### src/rtl/max_btw_edge_remover.sv
// Scans an edge list for the highest-betweenness edge, removes it and
// returns the pruned list with all betweenness counts cleared.
module max_btw_edge_remover #(
  parameter int NODE_WIDTH = 4,
  parameter int BTW_WIDTH  = 4,
  parameter int MAX_EDGES  = 8,
  localparam int REC_W  = 2*NODE_WIDTH + BTW_WIDTH,
  localparam int LIST_W = REC_W*MAX_EDGES,
  localparam int IDX_W  = $clog2(MAX_EDGES),
  localparam int CNT_W  = $clog2(MAX_EDGES+1)
) (
  input  logic                    clk,
  input  logic                    rst,
  input  logic                    start,
  input  logic [0:LIST_W-1]       edges_in,
  output logic                    busy,
  output logic                    done,
  output logic [0:LIST_W-1]       edges_out,
  output logic [2*NODE_WIDTH-1:0] removed_edge,
  output logic [IDX_W-1:0]        removed_idx,
  output logic                    none_found,
  output logic [CNT_W-1:0]        edges_left
);

  typedef enum logic [1:0] {
    IDLE,
    SCAN,
    REMOVE
  } state_t;

  state_t state, state_nx;

  logic [0:LIST_W-1]     buffer;
  logic [0:LIST_W-1]     pruned;
  logic [IDX_W-1:0]      idx;
  logic [IDX_W-1:0]      max_idx;
  logic [BTW_WIDTH-1:0]  max_btw;
  logic                  found;
  logic [CNT_W-1:0]      count;

  logic [REC_W-1:0]      cur;
  logic [NODE_WIDTH-1:0] cur_a;
  logic [NODE_WIDTH-1:0] cur_b;
  logic [BTW_WIDTH-1:0]  cur_btw;
  logic                  cur_valid;
  logic                  cur_better;
  logic                  last_slot;
  logic [REC_W-1:0]      max_rec;

  // The slot vector is ascending, so node_a lands in the record's MSBs.
  always_comb begin
    cur = buffer[int'(idx)*REC_W +: REC_W];
  end

  assign cur_a      = cur[REC_W-1 -: NODE_WIDTH];
  assign cur_b      = cur[BTW_WIDTH +: NODE_WIDTH];
  assign cur_btw    = cur[BTW_WIDTH-1:0];
  assign cur_valid  = cur_a != cur_b;
  assign cur_better = cur_valid && (!found || cur_btw > max_btw);
  assign last_slot  = idx == IDX_W'(MAX_EDGES-1);

  always_comb begin
    max_rec = buffer[int'(max_idx)*REC_W +: REC_W];
  end

  always_comb begin
    pruned = buffer;
    for (int s = 0; s < MAX_EDGES; s++) begin
      if (found && s == int'(max_idx)) begin
        pruned[s*REC_W +: REC_W] = '0;
      end
      pruned[s*REC_W + 2*NODE_WIDTH +: BTW_WIDTH] = '0;
    end
  end

  always_ff @(posedge clk or posedge rst) begin
    if (rst) begin
      state <= IDLE;
    end else begin
      state <= state_nx;
    end
  end

  always_comb begin
    state_nx = state;
    unique case (state)
      IDLE: begin
        if (start) begin
          state_nx = SCAN;
        end
      end
      SCAN: begin
        if (last_slot) begin
          state_nx = REMOVE;
        end
      end
      REMOVE: begin
        state_nx = IDLE;
      end
      default: begin
        state_nx = IDLE;
      end
    endcase
  end

  always_ff @(posedge clk or posedge rst) begin
    if (rst) begin
      buffer       <= '0;
      idx          <= '0;
      max_idx      <= '0;
      max_btw      <= '0;
      found        <= 1'b0;
      count        <= '0;
      busy         <= 1'b0;
      done         <= 1'b0;
      edges_out    <= '0;
      removed_edge <= '0;
      removed_idx  <= '0;
      none_found   <= 1'b0;
      edges_left   <= '0;
    end else begin
      done <= 1'b0;
      unique case (state)
        IDLE: begin
          if (start) begin
            buffer  <= edges_in;
            idx     <= '0;
            max_idx <= '0;
            max_btw <= '0;
            found   <= 1'b0;
            count   <= '0;
            busy    <= 1'b1;
          end
        end
        SCAN: begin
          if (cur_valid) begin
            count <= count + CNT_W'(1);
          end
          if (cur_better) begin
            max_btw <= cur_btw;
            max_idx <= idx;
            found   <= 1'b1;
          end
          if (!last_slot) begin
            idx <= idx + IDX_W'(1);
          end
        end
        REMOVE: begin
          buffer    <= pruned;
          edges_out <= pruned;
          if (found) begin
            removed_edge <= max_rec[REC_W-1 -: 2*NODE_WIDTH];
            removed_idx  <= max_idx;
            none_found   <= 1'b0;
            edges_left   <= count - CNT_W'(1);
          end else begin
            removed_edge <= '0;
            removed_idx  <= '0;
            none_found   <= 1'b1;
            edges_left   <= '0;
          end
          done <= 1'b1;
          busy <= 1'b0;
        end
        default: begin
          busy <= 1'b0;
        end
      endcase
    end
  end

endmodule

### config.mk
export PLATFORM = sky130hd
export DESIGN_NAME = max_btw_edge_remover
export DESIGN_NICKNAME = d
export VERILOG_FILES = /design/src/rtl/max_btw_edge_remover.sv
export SDC_FILE = /design/constraint.sdc
export NUM_CORES = 1
export LEC_CHECK = 0
export BUFFER_PORTS_ARGS = -buffer_cell sky130_fd_sc_hd__buf_2
export CAP_MARGIN = 10
export CORE_MARGIN = 1
export CORE_UTILIZATION = 46
export DETAILED_ROUTE_END_ITERATION = 7
export PLACE_DENSITY = 0.75
export SYNTH_ARGS = -nofsm -noshare
export SYNTH_HDL_FRONTEND = slang
export SYNTH_SLANG_ARGS = --single-unit
### constraint.sdc
create_clock -name clk -period 7.6 [get_ports clk]
set_input_delay 1.14 -clock clk [delete_from_list [all_inputs] [get_ports clk]]
set_output_delay 1.14 -clock clk [all_outputs]
set_load 0.02 [all_outputs]
==> flow_summary_export.csv <==
group,metric,value,unit
yosys,synth_cells,886,
yosys,synthSimpleGateAreaFrac,5.02,%
yosys,synth_area_leaders,"dfrtp_1 43%, mux4_2 19%, a22o_1 12%",
timing,fin_setup_tns,0,ns
worst_setup_path,critical_path.slowest_cell,"dfrtp_4",
yosys,synth_warnings,0,
power,power_density,597,nW/um^2
yosys,synth_area_per_cell,12.9,sq um
final_layout,layout.cells.non_filler,1365,
clock_tree,clock_latency,0.45,ns
worst_setup_path,crit_chain,"ha_1, inv_1, fa_2, buf_4, inv_1, mux4_2, o22ai_1, a31o_2, ha_1, o21ai_0, nand2b_1, a21oi_1, o21a_1, a311oi_4, mux2_4",
die,start_util,46.9,%
global_routing,grt_pass1_wl,51200,um
timing,grt_setup_unrepaired,"false",
run_status,status,"finished, final reports clean",
clock_tree,root_buffer,"clkbuf_16",
timing,slew_viol_final,0,
yosys,yosysSeqAreaShare,42.8,%
yosys,synth_top_family_by_area,"multiplexers",
die,die_h,159,um
placed_design,dp_hpwl,22900,um
final_layout,n_antenna_cell,0,
yosys,yosysTopAreaCell,"dfrtp_1",
placed_design,port_buffers,180,
yosys,synth_ff_type,"dfrtp_1",
clock_tree,clock_path_buffers,2,
yosys,synth_compound_area_share,18.6,%
routing,viasPerCell,6.35,
global_routing,grt_pass1_vias,8412,
global_routing,grt_max_degree,121,
yosys,synth_xor_area_share,0.670,%
timing,relSlewSlack,22.9,%
timing,fin_skew,0.00933,ns
power,power_leakage,6.14,nW
clock_tree,cts.repair.resized,0,
die,io_pins,213,
global_routing,antenna_found_initial,0,
yosys,syn_area,11400,sq um
clock_tree,cts_hold_buf,0,
timing,timing.fmax,198,MHz
power,ir_drop,348,uV
routing,wire_per_inst,24.0,um
final_layout,nNetsFinal,1145,
die,num_rows,57,
clock_tree,h-tree-depth,4,
worst_setup_path,worstSetupPathType,"flop to flop",
worst_setup_path,crit_path_start_kind,"flop",
global_routing,grt_use_total,26.6,%
timing,finalHoldViolations,0,
yosys,synthMuxAreaShare,24.9,%
worst_setup_path,critPathCaptureType,"flop",
worst_setup_path,timing.critical_path.max_delay_family,"compound AO/OA/AOI/OAI gates",
placed_design,placedCellCount,1332,
clock_tree,cts_setup_buffers,0,
worst_setup_path,critical_path_arrival,5.39,ns
die,die-area,25400,sq um
clock_tree,cts_tree,"done",
routing,drt_pass1_iterations,7,
final_layout,synthToLayoutAreaGrowth,13.7,%
timing,post-route-period-util,66.5,%
job,cap_violations,0,
yosys,ys_types,53,
yosys,synthArstFlopShare,100,%
timing,post-route-min-period,5.06,ns
die,die_x,159,um
routing,drcViolationCount,0,
global_routing,grt_remaining_overflow,0,
routing,wirelength,32700,um
yosys,synth-seq-cells,195,
worst_setup_path,max_stage_delay,0.63,ns
routing,vias,8672,
yosys,synth_top_area_share,42.8,%
clock_tree,cts_buffers,17,
worst_setup_path,cp_max_fo,43,
timing,worst_hold_slack,0.472,ns
routing,drt_iter0_markers,1134,
min_path,hold_path.class,"flop to flop",
timing,tightest_slew,1.16,ns
yosys,synth_edf_count,0,
clock_tree,cts_sinks,195,
die,core_area,24300,sq um
yosys,synth_fa_ha_area_share,2.11,%
routing,antenna_left,0,
placed_design,gp_congestion,0.924,
timing,setup_viol,0,
worst_setup_path,cp_num_buf_inv,3,
final_layout,layout-drive-gt1-share,34.7,%
clock_tree,clk_pin_slew_worst_paths,0.07,ns
worst_setup_path,worstPathRequired,7.93,ns
-- synth_stat cells (13+ instances only) --
library cell    n
a21oi_1        26
a22o_1        161
buf_2          13
buf_4          32
clkbuf_1       49
dfrtp_1       195
ha_1           16
inv_1          17
mux2i_1        41
mux4_2         97
nand2_1        47
nor2_1         30
o21ai_0        23
-- report_power, final --
group          internal, W  switching, W
Sequential         0.00149      0.000668
Combinational      0.00230       0.00236
Clock             0.000482      0.000441
Total              0.00427       0.00347
-- metrics by stage --
step / setup WS, ns / util (%) / power, W / cell area, sq um
floorplan: 1.15 / - / 0.00558 / 11500
global placement: 2.73 / 50.8 / 0.00665 / 12400
detailed placement: 2.57 / 50.8 / 0.00674 / 12400
CTS: 2.54 / 53.3 / 0.00769 / 13000
global route: 2.31 / 53.3 / 0.00817 / 13000
finish: 2.54 / 53.3 / 0.00774 / 13000
-- cell families after synthesis --
family,count (synthesis)
AOI/OAI and AO/OA,265
DFF,195
muxes,155
and+or+nand+nor,124
buffers and inverters,121
adders and majority gates,18
xor gates and xnor gates,7
other,1
-- per-layer routing --
metal	track usage, %	vias up	share of wire, %
li1	-	3728	-
met1	38.2	4383	43
met2	39.1	490	45
met3	6.90	71	8.8
met4	9.13	0	2.9
met5	0	-	0
-- area by class of cell --
type                    instances  area [sq um]
repair buffers                196          1020
clock buffers                  19           453
inverters                      17          71.3
clock inverters                13           140
flip-flops and latches        195          4880
multi-input cells             601          5980
fillers                      2061         11400
well taps                     324           405
-- final timing paths --
path | endpoint | depth (start not counted) | from | slack [ns]
min in group asynchronous | edges_out[52]$_DFFE_PP0P_ | 2 | rst | 0.82
worst min register to register | removed_idx[1]$_DFFE_PP0P_ | 2 | removed_idx[1]$_DFFE_PP0P_ | 0.47
max in group asynchronous | buffer[85]$_DFFE_PP0P_ | 3 | rst | 5.29
worst max register to register | max_btw[2]$_DFFE_PP0P_ | 15 | idx[0]$_DFFE_PP0P_ | 2.54
worst min-delay path | removed_idx[1]$_DFFE_PP0P_ | 2 | removed_idx[1]$_DFFE_PP0P_ | 0.47
worst max-delay path | max_btw[2]$_DFFE_PP0P_ | 15 | idx[0]$_DFFE_PP0P_ | 2.54
-- state kept, by name (all words and copies together), names as in the netlist --
register / count
edges_left: 4
max_btw: 4
busy: 1
buffer: 96
idx: 3
removed_edge: 8
state: 2
max_idx: 3
removed_idx: 3
none_found: 1
done: 1
found: 1
count: 4
edges_out: 64
-- worst reg2reg max path: cells and delay by family, from the launching register on --
| kind | cells | cell delay (ns) |
|---|---|---|
| AO/OA/AOI/OAI | 6 | 1.34 |
| AND/OR/NAND/NOR | 1 | 0.08 |
| flip-flops | 1 | 0.63 |
| multiplexers | 2 | 0.81 |
| buffers and inverters | 3 | 1.01 |
| adder cells (fa/ha/maj) | 3 | 1.08 |
-- layout by cell type (no fill, tap or decap), types with 12 or more instances in the layout --
cell type,instances
conb_1,32
buf_2,180
nor2b_1,12
o21ai_0,22
mux4_2,97
mux2i_1,41
dfrtp_1,193
nor2_1,30
a21oi_1,26
inv_1,16
ha_1,15
nand2_1,46
buf_4,16
nand3_1,12
clkbuf_16,17
a22o_1,161
(Power assumes the default switching activity.)
